==> src/rtl/mem_arb_pkg.sv <==
// Shared types for the fetch/data memory-port arbiter.
// States, grant ids, the latched request bundle, counter sizing.
package mem_arb_pkg;

  typedef enum logic [1:0] {
    ST_IDLE = 2'd0,
    ST_BUSY = 2'd1,
    ST_RESP = 2'd2
  } state_t;

  typedef enum logic {
    GNT_INST = 1'b0,
    GNT_DATA = 1'b1
  } gnt_t;

  localparam int STARVE_LIMIT_DEF = 4;
  localparam int TIMEOUT_DEF      = 255;

  typedef struct packed {
    logic        we;
    logic [31:0] addr;
    logic [31:0] wdata;
  } mreq_t;

  // Counter width able to hold lim itself plus headroom.
  function automatic int cnt_w(input int lim);
    return $clog2(lim + 2);
  endfunction

endpackage

==> src/rtl/mem_arb_prio.sv <==
// Data-first priority decision with a fetch starvation guard.
// Counter only moves while the arbiter is idle.
module arb_prio
  import mem_arb_pkg::*;
#(
  parameter int STARVE_LIMIT = STARVE_LIMIT_DEF
) (
  input  logic clk,
  input  logic reset,
  input  logic arb_en_i,
  input  logic inst_req_i,
  input  logic data_req_i,
  output logic gnt_vld_o,
  output logic gnt_sel_o
);

  localparam int CW = cnt_w(STARVE_LIMIT);

  logic [CW-1:0] cnt_q, cnt_d;
  logic          starved;

  always_comb begin
    starved   = (cnt_q == CW'(STARVE_LIMIT));
    gnt_vld_o = arb_en_i & (inst_req_i | data_req_i);
    gnt_sel_o = GNT_INST;
    if (data_req_i && !(inst_req_i && starved))
      gnt_sel_o = GNT_DATA;
    cnt_d = cnt_q;
    if (arb_en_i) begin
      // Only a data win over a waiting fetch counts.
      if (!inst_req_i || gnt_sel_o == GNT_INST)
        cnt_d = '0;
      else
        cnt_d = cnt_q + CW'(1);
    end
  end

  always_ff @(posedge clk or posedge reset) begin
    if (reset) cnt_q <= '0;
    else       cnt_q <= cnt_d;
  end

endmodule

==> src/rtl/mem_arbiter.sv <==
// Shares one memory port between fetch and data-memory stages.
// IDLE arbitrates, BUSY waits for mem_ready, RESP pulses one ack.
module mem_arbiter
  import mem_arb_pkg::*;
#(
  parameter int STARVE_LIMIT = STARVE_LIMIT_DEF,
  parameter int TIMEOUT      = TIMEOUT_DEF
) (
  input  logic        clk,
  input  logic        reset,
  input  logic        inst_req,
  input  logic [31:0] inst_addr,
  output logic [31:0] inst_rdata,
  output logic        inst_ack,
  input  logic        data_req,
  input  logic        data_we,
  input  logic [31:0] data_addr,
  input  logic [31:0] data_wdata,
  output logic [31:0] data_rdata,
  output logic        data_ack,
  output logic        mem_req,
  output logic        mem_we,
  output logic [31:0] mem_addr,
  output logic [31:0] mem_wdata,
  input  logic [31:0] mem_rdata,
  input  logic        mem_ready,
  output logic        timeout_err
);

  localparam int TW = cnt_w(TIMEOUT);

  state_t        state_q, state_d;
  gnt_t          gnt_q, gnt_d;
  mreq_t         req_q, req_d;
  logic [TW-1:0] tcnt_q, tcnt_d;
  logic [31:0]   irdata_q, irdata_d;
  logic [31:0]   drdata_q, drdata_d;
  logic          terr_q, terr_d;
  logic          arb_en;
  logic          gnt_vld;
  logic          gnt_sel;
  logic [31:0]   resp_data;

  assign arb_en = (state_q == ST_IDLE);

  arb_prio #(
    .STARVE_LIMIT(STARVE_LIMIT)
  ) u_prio (
    .clk        (clk),
    .reset      (reset),
    .arb_en_i   (arb_en),
    .inst_req_i (inst_req),
    .data_req_i (data_req),
    .gnt_vld_o  (gnt_vld),
    .gnt_sel_o  (gnt_sel)
  );

  always_comb begin
    state_d   = state_q;
    gnt_d     = gnt_q;
    req_d     = req_q;
    tcnt_d    = tcnt_q;
    irdata_d  = irdata_q;
    drdata_d  = drdata_q;
    terr_d    = terr_q;
    resp_data = mem_rdata;
    if (gnt_q == GNT_DATA && req_q.we)
      resp_data = '0;
    unique case (state_q)
      ST_IDLE: begin
        if (gnt_vld) begin
          state_d = ST_BUSY;
          gnt_d   = gnt_t'(gnt_sel);
          tcnt_d  = '0;
          if (gnt_sel == GNT_DATA)
            req_d = '{we: data_we, addr: data_addr,
                      wdata: data_wdata};
          else
            req_d = '{we: 1'b0, addr: inst_addr,
                      wdata: 32'h0};
        end
      end
      ST_BUSY: begin
        if (mem_ready) begin
          state_d = ST_RESP;
        end else if (tcnt_q == TW'(TIMEOUT)) begin
          state_d   = ST_RESP;
          resp_data = '0;
          terr_d    = 1'b1;
        end else begin
          tcnt_d = tcnt_q + TW'(1);
        end
        if (state_d == ST_RESP) begin
          if (gnt_q == GNT_DATA) drdata_d = resp_data;
          else                   irdata_d = resp_data;
        end
      end
      ST_RESP: state_d = ST_IDLE;
      default: state_d = ST_IDLE;
    endcase
  end

  always_ff @(posedge clk or posedge reset) begin
    if (reset) begin
      state_q  <= ST_IDLE;
      gnt_q    <= GNT_INST;
      req_q    <= '0;
      tcnt_q   <= '0;
      irdata_q <= '0;
      drdata_q <= '0;
      terr_q   <= 1'b0;
    end else begin
      state_q  <= state_d;
      gnt_q    <= gnt_d;
      req_q    <= req_d;
      tcnt_q   <= tcnt_d;
      irdata_q <= irdata_d;
      drdata_q <= drdata_d;
      terr_q   <= terr_d;
    end
  end

  assign mem_req     = (state_q == ST_BUSY);
  assign mem_we      = req_q.we;
  assign mem_addr    = req_q.addr;
  assign mem_wdata   = req_q.wdata;
  assign inst_ack    = (state_q == ST_RESP) && (gnt_q == GNT_INST);
  assign data_ack    = (state_q == ST_RESP) && (gnt_q == GNT_DATA);
  assign inst_rdata  = irdata_q;
  assign data_rdata  = drdata_q;
  assign timeout_err = terr_q;

endmodule

==> config.mk <==
export PLATFORM = sky130hd
export DESIGN_NAME = mem_arbiter
export DESIGN_NICKNAME = d
export VERILOG_FILES = /design/src/rtl/mem_arb_pkg.sv /design/src/rtl/mem_arb_prio.sv /design/src/rtl/mem_arbiter.sv
export SDC_FILE = /design/constraint.sdc
export NUM_CORES = 1
export LEC_CHECK = 0
export ABC_AREA = 1
export CORE_UTILIZATION = 39
export CTS_CLUSTER_DIAMETER = 60
export DETAILED_ROUTE_END_ITERATION = 8
export PLACE_DENSITY = 0.83
export SLEW_MARGIN = 20
export SYNTH_ARGS = -nofsm -noshare
export SYNTH_HDL_FRONTEND = slang
export SYNTH_SLANG_ARGS = --single-unit
export TNS_END_PERCENT = 50
==> constraint.sdc <==
create_clock -name clk -period 5.8 [get_ports clk]
set_input_delay 1.74 -clock clk [delete_from_list [all_inputs] [get_ports clk]]
set_output_delay 1.74 -clock clk [all_outputs]
set_load 0.05 [all_outputs]
# After elaboration in Yosys (flattened, before gate mapping)
# Index checks and enable logic that the tools add are counted.
# totals
mem_bits_rw	0
output_inout_bits	133
inputBits	134
mem_count	0
latchBits	0
register_bits	145
romBits	0
wordCells	55
# classes
bitwise_logic	5
n_lt_le_gt_ge	0
n_shift	0
div_mod_pow	0
mux	15
n_mul	0
n_eq_ne	8
n_reduce_logical	15
n_addsub	2
# ops
operator	count
$mux W32	3
$mux W65	1
$mux W9	3
$pmux W9 S2	1
$add A9 B1 Y9 const B	1
$eq A9 B8 Y1 const B	1
$reduce_and A3 Y1	3
$mux W2	4
$ne A2 B2 Y1 const B	3
$logic_and A1 B1 Y1	5
$eq A2 B2 Y1 const B	2
$pmux W2 S2	1
$reduce_and A4 Y1	1
$add A3 B1 Y3 const B	1
$eq A3 B3 Y1 const B	1
$mux W3	1
$not A1 Y1	3
$eq A2 B1 Y1 const B	1
$logic_not A1 Y1	2
$logic_not A2 Y1	1
$reduce_and A2 Y1	1
$reduce_bool A2 Y1	1
$and A1 B1 Y1	1
$logic_or A1 B1 Y1	1
other kinds (2)	2

# Longest topological paths before layout
# depth
depth_word	8
ltp_mapped	13
depth_no_buf	12

# Hierarchy
# A second synthesis with hierarchy kept.
# hier_totals
hier_cells	780
area_unflattened_um2	6521.3
# modules_own_cells
mod	area_per_inst_um2	seq_area_each_um2	n_inst	cells_per_inst
mem_arbiter	6316.1	3553.4	1	750
arb_prio	205.2	75.1	1	30

# Least setup slack after synthesis
# OpenSTA, ideal clock, no wires.
# synth_timing
path_type	reg2out
from	register state_q[1]
to	output data_ack
path_stages_with_launch	3
path_buffers	0
arrival_time_ps	1583
path_slack_ps	2477
required_time_ps	4060
cell_sequence	dfrtp_1 > inv_1 > nor3_1
# synth_between
elab_chain_len	2
# synth_rtl
item	line_no	text
start, declared	mem_arbiter.sv:32	state_t state_q, state_d;
start signal, assigned	mem_arbiter.sv:113	state_q <= state_d;
$eq A2 B2 Y1	mem_arbiter.sv:128	assign data_ack = (state_q == ST_RESP) && (gnt_q == GNT_DATA);
$logic_and A1 B1 Y1	mem_arbiter.sv:128	
end, declared	mem_arbiter.sv:20	output logic data_ack,
# No other way between the ends.

# Final worst setup path
# layout_timing
from	input inst_req
to	register req_q, in the netlist mem_addr[28]
# layout_between
elab_chain_len	5
word_cells_on_any_way	8
classes_between	2 x mux; 2 x bitwise; 4 x reduce/logical
# layout_rtl
item	line_no	text
start, declared	mem_arbiter.sv:11	input logic inst_req,
$logic_and A1 B1 Y1	mem_arb_prio.sv:26	if (data_req_i && !(inst_req_i && starved))
$logic_not A1 Y1	mem_arb_prio.sv:26	
$logic_and A1 B1 Y1	mem_arb_prio.sv:26	
$mux W1	mem_arb_prio.sv:26	
$mux W65	mem_arbiter.sv:75	if (gnt_sel == GNT_DATA)
end signal, assigned	mem_arbiter.sv:115	req_q <= req_d;
end, declared	mem_arbiter.sv:34	mreq_t req_q, req_d;
# Parallel ways exist; a longest one is shown, timed or not.
# A chain may end at the register's enable or synchronous reset.

==> metrics.yaml <==
die:
  die_y_um: 129
  dieArea_um2: 16700
  ios: 267
  core_um2: 15800
  start_util_pct: 39.9
  die_x_um: 129
  rows: 46
critical_path:
  r2r-start: "state_q[1]"
  critPathRequiredTime_ns: 6.08
  cp_cell_sequence: "clkdlybuf4s50_1, inv_1, nand2_1, nand2_4, clkinv_1, nor2_1, a21oi_1"
  worstRegToRegCells: 5
  cp-end-kind: "flop"
  reg2reg_to: "mem_addr[28]"
  path_max_fanout: 73
  rrSetupSlack_ns: 3.03
  critPathKind: "input pin to flop"
  crit_path_max_incr_delay_ns: 1.02
  critical-path-slowest-cell: "clkinv_1"
  start_kind: "input pin"
  cp.arrival_ns: 4.47
sta:
  max_freq_mhz: 239
  drv_slew: 0
  setup_ws_ns: 1.61
  period_share_pct: 72.2
  period_minus_slack_ns: 4.19
  rsz0062_at_grt: "false"
  fin_skew_ns: 0.0123
  finalHoldViolations: 0
  setup_viol: 0
  relSlewSlack_pct: 29.4
  worst_pin_slew_ns: 1.06
  tns_ns: 0
detailed_routing:
  wl_per_cell_um: 15.6
  ant_nets: 0
  wl_met3_mm: 1.75
  top_layer_used: "met4"
  wl_met2_mm: 9.00
  drc_errors: 0
  met1_length_mm: 7.02
  routed_wl_mm: 18.0
  via_per_inst: 4.83
  vias: 5582
  firstDrtPassIters: 4
  first_iter_violations: 183
clock_network:
  cts_sinks: 145
  cts_tree: "done"
  postCtsSetupRepairBufs: 0
  clk_path_buf_depth: 2
  clockRootBuffer: "clkbuf_16"
  numCtsBuffers: 17
  cts_resized: 0
  htreeDepth: 4
  worstSkewPairLatency_ns: 0.41
  path_clk_slew_ns: 0.06
  ctsHoldBuffers: 0
place:
  dp_hpwl_mm: 12.7
  io_buffers: 266
  routabilityCongestion: 0.790
  pre_cts_slack_ns: 1.54
  place_area_um2: 9030
cells_and_area:
  stdcell_area_um2: 9580
  area_delta_synth_final_pct: 51.6
  antenna_cells: 0
  fin_nets: 1064
  drive_gt1_share_pct: 12.4
  post-route-util_pct: 60.5
  nFillCells: 1347
synthesis:
  ys_seq_area_share_pct: 57.4
  synth_cells: 674
  yosysTopAreaCellShare_pct: 57.4
  synth_area_per_cell_um2: 9.37
  synth_nets: 812
  syn_area_um2: 6320
  synth_top_cell_by_area: "dfrtp_1"
  synth_cell_types: 23
  synth.area.top_cells: "dfrtp_1 57%, nand2_1 13%, o21ai_2 8.3%"
  yosysWarningCount: 0
  ys_ff_latch: 145
grt:
  grt_antenna_before_repair: 0
  overflow: 0
  first_global_vias: 5486
  track_usage_pct: 22.2
  grt_max_degree: 107
  grt_pass1_wl_mm: 28.4
worst_hold_path:
  hold_end: "data_rdata[0]"
  hold_depth: 2
  min_from: "data_rdata[0]"
  hold_path_class: "flop to flop"
power:
  power.density_nw_per_um2: 659
  leakage_nw: 4.33
  irDropWorstVdd_uv: 500
run_status:
  outcome: "completed"
job:
  maxCapViolCount: 0
-- metal layers --
layer	global-route usage, %	up-vias
met3	8.46	15
met5	0	-
met2	37.2	209
met1	25.9	2660
li1	-	2698
met4	7.61	0
-- cell usage after synthesis (all sizes together) --
cell type,number
nand4,2
nand3,37
a21oi,68
nor2,56
xor2,1
buf,27
ha,4
dfrtp,145
inv,18
clkbuf,10
nand2,236
nor3,2
o21bai,2
o21ai,66
-- sequential cells by signal, indices dropped and copies added (netlist names) --
| signal | count |
|---|---|
| timeout_err | 1 |
| u_prio.cnt_q | 3 |
| mem_we | 1 |
| state_q | 2 |
| data_rdata | 32 |
| gnt_q | 1 |
| inst_rdata | 32 |
| tcnt_q | 9 |
| mem_wdata | 32 |
| mem_addr | 32 |
-- placed cells by master (no fill, tap or decap) --
master           Yosys  layout
inv_4                2       2
nor2_4               3       3
clkinv_4             0       2
nand2_1            224     223
nand4_1              2       2
clkbuf_1            10       3
clkinv_1             0       1
clkinv_2             0       3
bufinv_16            0       1
xor2_1               1       1
buf_4                0       4
nor2_1              52      52
o21bai_1             2       2
nor2_8               1       1
o21ai_2             60      60
dfrtp_1            145     145
nor3_1               2       2
nand2_4              2       2
ha_1                 4       4
nand2_2             10      11
o21ai_4              1       1
clkdlybuf4s50_1      0     266
inv_6                0       3
o21ai_0              5       5
a21oi_1             68      68
clkbuf_16            0      17
inv_2                2       2
nand3_1             37      37
clkinvlp_4           0       4
inv_1               14      12
-- cells by family (layout without fill, tap and decap cells) --
logic type | Yosys count | in the layout | share of synthesized area [%]
AOI/OAI and AO/OA | 136 | 136 | 14.6
xor gates and xnor gates | 1 | 1 | 0.139
adders and majority gates | 4 | 4 | 0.792
buffers and inverters | 55 | 320 | 5.17
DFF | 145 | 145 | 57.4
and+or+nand+nor | 333 | 333 | 21.9
-- critical path, delay by kind of cell --
| kind | cells | cell delay, ns |
|---|---|---|
| and+or+nand+nor | 3 | 1.01 |
| buffers and inverters | 3 | 1.61 |
| AOI/OAI and AO/OA | 1 | 0.06 |
-- metrics by stage --
stage          power (mW)  hold WS [ns]  instances
2_1_floorplan        4.12         0.472        674
4_1_cts              6.37         0.474       1155
6_report             6.32         0.467       1155
5_1_grt              6.63         0.495       1155
3_3_place_gp         5.26         0.454       1123
3_5_place_dp         5.32         0.459       1123
-- worst max path at each step --
stage	start	end	slack [ns]	depth (start not counted)
floorplan	reset	data_rdata[0]	0.17	1
global placement	inst_req	mem_addr[3]	1.62	7
detailed placement	inst_req	mem_addr[7]	1.54	7
CTS	inst_req	mem_addr[7]	1.97	7
global route	inst_req	mem_addr[28]	1.30	7
finish	inst_req	mem_addr[28]	1.61	7
-- cell type report --
cell class / count / area [µm²] / area share, %
clock inverters: 12 / 110 / 1.15
inverters: 18 / 77.6 / 0.810
clock buffers: 20 / 437 / 4.56
multi-input cells: 474 / 2370 / 24.7
well taps: 216 / 270 / 2.82
repair buffers: 270 / 2690 / 28.1
flip-flops and latches: 145 / 3630 / 37.9
-- report_power, final --
| part | leakage (nW) | switching, mW | internal, mW |
|---|---|---|---|
| Combinational | 2.26 | 2.43 | 1.12 |
| Sequential | 1.81 | 0.285 | 1.46 |
| Clock | 0.257 | 0.425 | 0.591 |
(Power assumes the default switching activity.)
